===== config.mk =====
export PLATFORM = sky130hd
export DESIGN_NAME = bitop_arbiter
export DESIGN_NICKNAME = d
export VERILOG_FILES = /design/src/rtl/bitop_arbiter.sv
export SDC_FILE = /design/constraint.sdc
export NUM_CORES = 1
export LEC_CHECK = 0
export BUFFER_PORTS_ARGS = -buffer_cell sky130_fd_sc_hd__buf_2
export CORE_MARGIN = 1
export CORE_UTILIZATION = 40
export CTS_BUF_LIST = sky130_fd_sc_hd__clkbuf_4 sky130_fd_sc_hd__clkbuf_8
export DETAILED_ROUTE_END_ITERATION = 10
export HOLD_SLACK_MARGIN = 0.02
export PLACE_DENSITY = 0.64
export SLEW_MARGIN = 20
export SYNTH_ARGS = -nofsm -noshare
export SYNTH_HDL_FRONTEND = slang
export SYNTH_SLANG_ARGS = --single-unit

===== constraint.sdc =====
create_clock -name clk -period 7.2 [get_ports clk]
set_input_delay 1.8 -clock clk [delete_from_list [all_inputs] [get_ports clk]]
set_output_delay 1.8 -clock clk [all_outputs]
set_load 0.005 [all_outputs]

===== src/rtl/bitop_arbiter.sv =====
// Round-robin arbiter sharing one registered W-bit bit-manipulation unit between two requesters.
// Optional grant statistics counters are built when BITOP_ARB_STATS_EN is defined.
module bitop_arbiter #(
    parameter int W     = 8,
    parameter int CNT_W = 16
) (
    input  logic             clk,
    input  logic             rst,
    input  logic             req0_valid,
    output logic             req0_ready,
    input  logic [2:0]       req0_op,
    input  logic [W-1:0]     req0_a,
    input  logic [W-1:0]     req0_b,
    input  logic             req1_valid,
    output logic             req1_ready,
    input  logic [2:0]       req1_op,
    input  logic [W-1:0]     req1_a,
    input  logic [W-1:0]     req1_b,
    output logic             rsp_valid,
    input  logic             rsp_ready,
    output logic             rsp_id,
    output logic [W-1:0]     rsp_data
`ifdef BITOP_ARB_STATS_EN
    ,
    output logic [CNT_W-1:0] stat_cnt0,
    output logic [CNT_W-1:0] stat_cnt1
`endif
);

    localparam int SH_W = (W > 2) ? $clog2(W) : 1;

    typedef enum logic { EMPTY = 1'b0, FULL = 1'b1 } state_e;

    typedef enum logic [2:0] {
        OP_PASS = 3'd0,
        OP_REV  = 3'd1,
        OP_SHR  = 3'd2,
        OP_SWAP = 3'd3,
        OP_XOR  = 3'd4,
        OP_AND  = 3'd5,
        OP_ADD  = 3'd6,
        OP_SUB  = 3'd7
    } op_e;

    state_e         state_q, state_d;
    logic           prio_q, prio_d;
    logic           id_q, id_d;
    logic [W-1:0]   data_q, data_d;

    logic           can_accept;
    logic           winner;
    logic           transfer;
    logic [2:0]     sel_op;
    logic [W-1:0]   sel_a;
    logic [W-1:0]   sel_b;

`ifdef BITOP_ARB_STATS_EN
    logic [CNT_W-1:0] cnt0_q, cnt0_d;
    logic [CNT_W-1:0] cnt1_q, cnt1_d;
`endif

    function automatic logic [W-1:0] bitop(input logic [2:0] op,
                                           input logic [W-1:0] a,
                                           input logic [W-1:0] b);
        logic [W-1:0] r;
        r = '0;
        case (op_e'(op))
            OP_PASS: r = a;
            OP_REV:  for (int i = 0; i < W; i++) r[i] = a[W-1-i];
            OP_SHR:  r = a >> b[SH_W-1:0];
            OP_SWAP: r = {a[W/2-1:0], a[W-1:W/2]};
            OP_XOR:  r = a ^ b;
            OP_AND:  r = a & b;
            OP_ADD:  r = a + b;
            OP_SUB:  r = a - b;
            default: r = a;
        endcase
        return r;
    endfunction

    // Winner depends only on valids and prio; ready is gated by result-register space.
    always_comb begin
        can_accept = (state_q == EMPTY) || rsp_ready;
        if (req0_valid && req1_valid)
            winner = prio_q;
        else
            winner = req1_valid;

        req0_ready = !rst && can_accept && req0_valid && !winner;
        req1_ready = !rst && can_accept && req1_valid && winner;
        transfer   = req0_ready || req1_ready;

        sel_op = winner ? req1_op : req0_op;
        sel_a  = winner ? req1_a  : req0_a;
        sel_b  = winner ? req1_b  : req0_b;
    end

    // NOTE: every next-state signal gets a default first so no path leaves it unassigned (no latches).
    always_comb begin
        state_d = state_q;
        prio_d  = prio_q;
        id_d    = id_q;
        data_d  = data_q;
        if (transfer) begin
            state_d = FULL;
            data_d  = bitop(sel_op, sel_a, sel_b);
            id_d    = winner;
            prio_d  = !winner;
        end else if (state_q == FULL && rsp_ready) begin
            state_d = EMPTY;
        end
    end

`ifdef BITOP_ARB_STATS_EN
    // Counters saturate rather than wrap so a long run never reports a small count.
    always_comb begin
        cnt0_d = cnt0_q;
        cnt1_d = cnt1_q;
        if (req0_ready && cnt0_q != {CNT_W{1'b1}})
            cnt0_d = cnt0_q + CNT_W'(1);
        if (req1_ready && cnt1_q != {CNT_W{1'b1}})
            cnt1_d = cnt1_q + CNT_W'(1);
    end
`endif

    // NOTE: sequential state uses non-blocking assignments so all flops update from pre-edge values.
    always_ff @(posedge clk) begin
        if (rst) begin
            state_q <= EMPTY;
            prio_q  <= 1'b0;
            id_q    <= 1'b0;
            data_q  <= '0;
`ifdef BITOP_ARB_STATS_EN
            cnt0_q  <= '0;
            cnt1_q  <= '0;
`endif
        end else begin
            state_q <= state_d;
            prio_q  <= prio_d;
            id_q    <= id_d;
            data_q  <= data_d;
`ifdef BITOP_ARB_STATS_EN
            cnt0_q  <= cnt0_d;
            cnt1_q  <= cnt1_d;
`endif
        end
    end

    assign rsp_valid = (state_q == FULL);
    assign rsp_id    = id_q;
    assign rsp_data  = data_q;

`ifdef BITOP_ARB_STATS_EN
    assign stat_cnt0 = cnt0_q;
    assign stat_cnt1 = cnt1_q;
`endif

endmodule


==> flow_summary.json, run 1 <==
{
  "fin_setup_tns_ns": 0,
  "globalplace.congestion": 0.921,
  "yosysWarnings": 0,
  "start_util_pct": 41.5,
  "power.leakage_nw": 1.19,
  "drv_cap": 0,
  "die_h_um": 77.8,
  "ir_worst_vdd_uv": 66.9,
  "area_delta_synth_final_pct": 14.2,
  "cts-root-buf": "clkbuf_8",
  "yosysTopAreaCell": "dfxtp_1",
  "hold_viol": 0,
  "critPathSlowestCell": "or4b_4",
  "grt_max_degree": 35,
  "clk_path_buf_depth": 2,
  "tightest_slew_ns": 0.755,
  "viasPerCell": 6.05,
  "grt_pass1_wl_um": 12100,
  "hold_class": "register to register",
  "setup_slack_ns": 2.23,
  "path_class": "primary input to register",
  "ys.flop_type": "dfxtp_1",
  "clk_pin_slew_ns": 0.05,
  "ant_nets": 0,
  "crit_top_cell": "nand2_1",
  "grt_usage_pct": 25.4,
  "ys_ff_latch": 11,
  "yosysSeqAreaShare_pct": 9.57,
  "ys_top_cells_by_area": "dfxtp_1 9.6%, mux2i_1 8.3%, nand2_1 7.7%, ha_1 6.0%, mux2_2 4.4%",
  "crit_fanout": 17,
  "io_pins": 55,
  "cts_setup_buffers": 0,
  "numCtsBuffers": 3,
  "end_kind": "register",
  "power.total_uw": 366,
  "port_buffers": 54,
  "finClkSkew_ns": 0.00550,
  "cp.required_ns": 7.36,
  "fin_crit_ns": 4.97,
  "dr.pass1.iters": 4,
  "finalCritPeriodShare_pct": 69.1,
  "die_w_um": 77.8,
  "h-tree-depth": 1,
  "vias": 2579,
  "cts_tree": "yes",
  "post_cts_resized": 0,
  "clock_sinks": 11,
  "final_max_slew_viol_count": 0,
  "max_freq_mhz": 201,
  "post-place-ws_ns": 2.01,
  "crit_path_cell_trace": "buf_2, inv_1, nor2_4, buf_4, mux2_2, nand2_1, xnor2_1, ha_1, nand2_1, or4b_4, a21oi_2, o31a_2, o21ai_1, a211o_1, o211ai_1",
  "maxSlewHeadroom_pct": 48.3,
  "status": "finished clean",
  "totalWireLength_um": 7480,
  "holdBufCountCts": 0,
  "synthCells": 309,
  "drc": 0,
  "worstPathArrival_ns": 5.14,
  "synth_edf_count": 0,
  "setup_viol": 0,
  "p_per_area_nw_per_um2": 139,
  "cp_slowest_stage_delay_ns": 0.50,
  "wire_per_inst_um": 17.6,
  "dp_hpwl_um": 5890,
  "layout-drive-gt1-share_pct": 25.4,
  "synth_top_area_share_pct": 9.57,
  "synthesis.area_um2": 2300,
  "fin_nets": 410,
  "netlist-cell-type-count": 68,
  "antenna_found_initial": 0,
  "insertion_delay_ns": 0.24,
  "die_area_um2": 6060,
  "drtIter0Drc": 262,
  "layout_commonest_cell": "buf_2",
  "grt_pass1_vias": 2410,
  "syn_nets": 364,
  "start_kind": "primary input",
  "grt-ovfl-total": 0,
  "rsz0062_at_grt": "no",
  "diodes": 0,
  "avgSynthCellArea_um2": 7.45,
  "final_cell_mix": "54 x buf_2, 47 x nand2_1, 26 x nor2_1",
  "ys_async_sr_fraction_pct": 0,
  "core_area_um2": 5540,
  "rows": 27
}
path summary, 6_finish.rpt:
| check | end | startpoint | slack, ns | depth (start not counted) |
|---|---|---|---|---|
| hold / removal | rsp_data[4] | rsp_data[4] | 0.46 | 2 |
| setup / recovery | rsp_data[7] | req1_valid | 2.23 | 15 |
| setup reg to reg | rsp_data[7] | prio_q | 3.68 | 14 |
| hold reg to reg | rsp_data[4] | rsp_data[4] | 0.46 | 2 |
worst max-delay path, delay by kind of cell:
kind | cells | cell delay [ns]
simple gates | 4 | 1.02
mux | 1 | 0.38
compound gates | 5 | 0.77
fa+ha+maj | 1 | 0.30
xor+xnor | 1 | 0.10
buf+inv | 3 | 0.75
report_power, final:
| group | leakage [nW] | switching (mW) | internal (mW) |
|---|---|---|---|
| logic | 1.07 | 0.136 | 0.0950 |
| registers | 0.0912 | 0.00392 | 0.0684 |
| clock network | 0.0255 | 0.0248 | 0.0381 |
| total | 1.19 | 0.165 | 0.201 |
area by class of cell:
type,instances,area (µm²)
clock buffers,3,41.3
clock inverters,1,5.00
fillers,585,2910
inverters,11,41.3
multi-input cells,272,1950
flip-flops and latches,11,220
well taps,72,90.1
repair buffers,56,285
sequential cells by signal, indices dropped and copies added, names as in the netlist:
register,cells
rsp_data,8
prio_q,1
rsp_id,1
rsp_valid,1
synth_stat cells, types with 3 or more instances:
| master | n |
|---|---|
| o21ai_0 | 15 |
| xnor2_1 | 8 |
| mux2i_1 | 19 |
| and3_1 | 4 |
| a21oi_1 | 15 |
| o21ai_1 | 4 |
| buf_2 | 9 |
| buf_6 | 3 |
| nor3_1 | 4 |
| a22o_1 | 3 |
| a2111oi_0 | 3 |
| inv_1 | 10 |
| o211ai_1 | 5 |
| nand4_1 | 3 |
| nand3_1 | 10 |
| mux2_2 | 9 |
| dfxtp_1 | 11 |
| ha_1 | 11 |
| nor2_1 | 26 |
| o21a_1 | 3 |
| a211oi_1 | 6 |
| a21o_1 | 4 |
| xor2_1 | 10 |
| a31oi_1 | 3 |
| or3_1 | 6 |
| a32oi_1 | 3 |
| a311oi_1 | 3 |
| nand2_1 | 47 |
stage by stage:
stage | hold WS, ns | util (%) | std cells | instance area, µm²
6_report | 0.460 | 47.4 | 426 | 2630
4_1_cts | 0.466 | 47.4 | 426 | 2630
3_3_place_gp | 0.455 | 46.6 | 422 | 2580
3_5_place_dp | 0.459 | 46.6 | 422 | 2580
2_1_floorplan | 0.448 | - | 309 | 2300
5_1_grt | 0.508 | 47.4 | 426 | 2630
metal layers:
metal  share of wire (%)  wire, µm  GRT usage, %
met1                  44      3330          32.3
met2                  46      3460          43.5
met3                 6.9       520          2.94
met4                 2.3       170          9.06
met5                   0         0             0
logic make-up (layout without fill, tap and decap cells):
family,Yosys count,after routing,synth area share [%]
AO/OA/AOI/OAI,92,92,30.1
XOR/XNOR,18,18,6.85
adder cells (fa/ha/maj),12,12,6.85
buffers and inverters,26,71,5.87
flip-flops,11,11,9.57
multiplexers,32,32,15.9
AND/OR/NAND/NOR,118,118,24.9
No activity file was read; power rests on OpenSTA's default activity.
==> run 2, diff against run 1 <==
==> constraint.sdc (replaced) <==
create_clock -name clk -period 5.1 [get_ports clk]
set_input_delay 1.275 -clock clk [delete_from_list [all_inputs] [get_ports clk]]
set_output_delay 1.275 -clock clk [all_outputs]
set_load 0.005 [all_outputs]
==> flow_summary.json, run 2 (synthesized netlist as in run 1, its figures left out) <==
{
  "port_buffers": 54,
  "status": "finished clean",
  "fin_setup_tns_ns": 0,
  "rows": 27,
  "die_h_um": 77.8,
  "drv_cap": 0,
  "holdBufCountCts": 0,
  "clock_sinks": 11,
  "ant_nets": 0,
  "switchingPower_uw": 233,
  "cts-root-buf": "clkbuf_8",
  "insertion_delay_ns": 0.24,
  "reg2regPathDepth": 13,
  "viasPerCell": 6.05,
  "grt_pass1_wl_um": 12300,
  "clk_path_buf_depth": 2,
  "internal_power_uw": 294,
  "worstPathArrival_ns": 4.31,
  "swShare_pct": 44.2,
  "pwr-share-seq_pct": 19.4,
  "fin_crit_ns": 4.14,
  "rsz0062_at_grt": "no",
  "final_cell_mix": "54 x buf_2, 47 x nand2_1, 26 x nor2_1",
  "drc": 0,
  "path_class": "primary input to register",
  "cts_setup_buffers": 0,
  "clk_pin_slew_ns": 0.05,
  "max_freq_mhz": 241,
  "numCtsBuffers": 3,
  "pwr-share-clk_pct": 18.0,
  "io_pins": 55,
  "pwr-share-comb_pct": 62.7,
  "totalWireLength_um": 7510,
  "area_delta_synth_final_pct": 15.7,
  "globalplace.congestion": 0.895,
  "grt_max_degree": 35,
  "core_area_um2": 5540,
  "utilization_pct": 48.0,
  "largest_reg_flops": 8,
  "diodes": 0,
  "finClkSkew_ns": 0.00203,
  "crit_fanout": 34,
  "post_cts_resized": 0,
  "power.leakage_nw": 1.21,
  "end_kind": "register",
  "dp_hpwl_um": 5830,
  "setup_viol": 0,
  "grt_pass1_vias": 2405,
  "h-tree-depth": 1,
  "grt-ovfl-total": 0,
  "cp.required_ns": 5.27,
  "grt_usage_pct": 25.8,
  "min_path_cells": 2,
  "ir_worst_vdd_uv": 125,
  "layout_commonest_cell": "buf_2",
  "start_util_pct": 41.5,
  "finalCritPeriodShare_pct": 81.2,
  "hold_viol": 0,
  "layout-drive-gt1-share_pct": 26.3,
  "hold_class": "register to register",
  "drtIter0Drc": 266,
  "die_w_um": 77.8,
  "dr.pass1.iters": 5,
  "wire_per_inst_um": 17.5,
  "final_max_slew_viol_count": 0,
  "vias": 2602,
  "tightest_slew_ns": 0.684,
  "die_area_um2": 6060,
  "start_kind": "primary input",
  "fin_nets": 414,
  "maxSlewHeadroom_pct": 54.4,
  "p_per_area_nw_per_um2": 198,
  "antenna_found_initial": 0,
  "cts_tree": "yes"
}
-- run 2: layout make-up --
type / count / area [µm²]
well taps: 72 / 90.1
inverters: 11 / 41.3
flip-flops and latches: 11 / 220
repair buffers: 60 / 315
multi-input cells: 272 / 1950
clock buffers: 4 / 48.8
fillers: 591 / 2880
-- run 2: path summary, 6_finish.rpt --
path	startpoint	endpoint	slack [ns]
setup / recovery	req0_valid	rsp_data[7]	0.96
hold / removal	rsp_data[4]	rsp_data[4]	0.46
setup reg to reg	prio_q	rsp_data[7]	1.71
hold reg to reg	rsp_data[4]	rsp_data[4]	0.46
-- run 2: layer usage --
metal | track usage, % | wire length [µm] | share of wire [%] | vias to the layer above
met5 | 0 | 0 | 0 | -
met4 | 8.68 | 124 | 1.7 | 0
met3 | 2.82 | 547 | 7.3 | 13
met2 | 41.3 | 3430 | 46 | 133
met1 | 35.4 | 3410 | 45 | 1201
li1 | - | - | - | 1255
-- run 2: power groups by stage --
stage	combinational (mW)	clock [mW]	sequential [mW]
final	0.330	0.0947	0.102
after global routing	0.363	0.102	0.103
after CTS	0.325	0.0949	0.102
after detailed placement	0.324	0	0.104
after global placement	0.321	0	0.104
after floorplan	0.229	0	0.104
-- run 2: critical path, stage by stage --
cell	delay, ns
buf_2	0.16
nand2b_2	0.15
nand2_4	0.39
mux2_2	0.45
nand2_1	0.09
xnor2_1	0.07
ha_1	0.34
nand2_1	0.09
or4b_4	0.51
a21oi_2	0.18
o31a_2	0.15
o21ai_1	0.07
a211o_1	0.30
o211ai_1	0.07
-- run 2: stage by stage --
stage	hold slack (ns)	cells	cell area, µm²	total power, mW	worst slack, ns
after detailed placement	0.461	426	2610	0.428	0.747
after floorplan	0.448	309	2300	0.333	0.988
after global routing	0.476	430	2660	0.568	0.845
after global placement	0.452	426	2610	0.424	0.812
after CTS	0.468	430	2660	0.522	0.991
final	0.463	430	2660	0.527	0.956
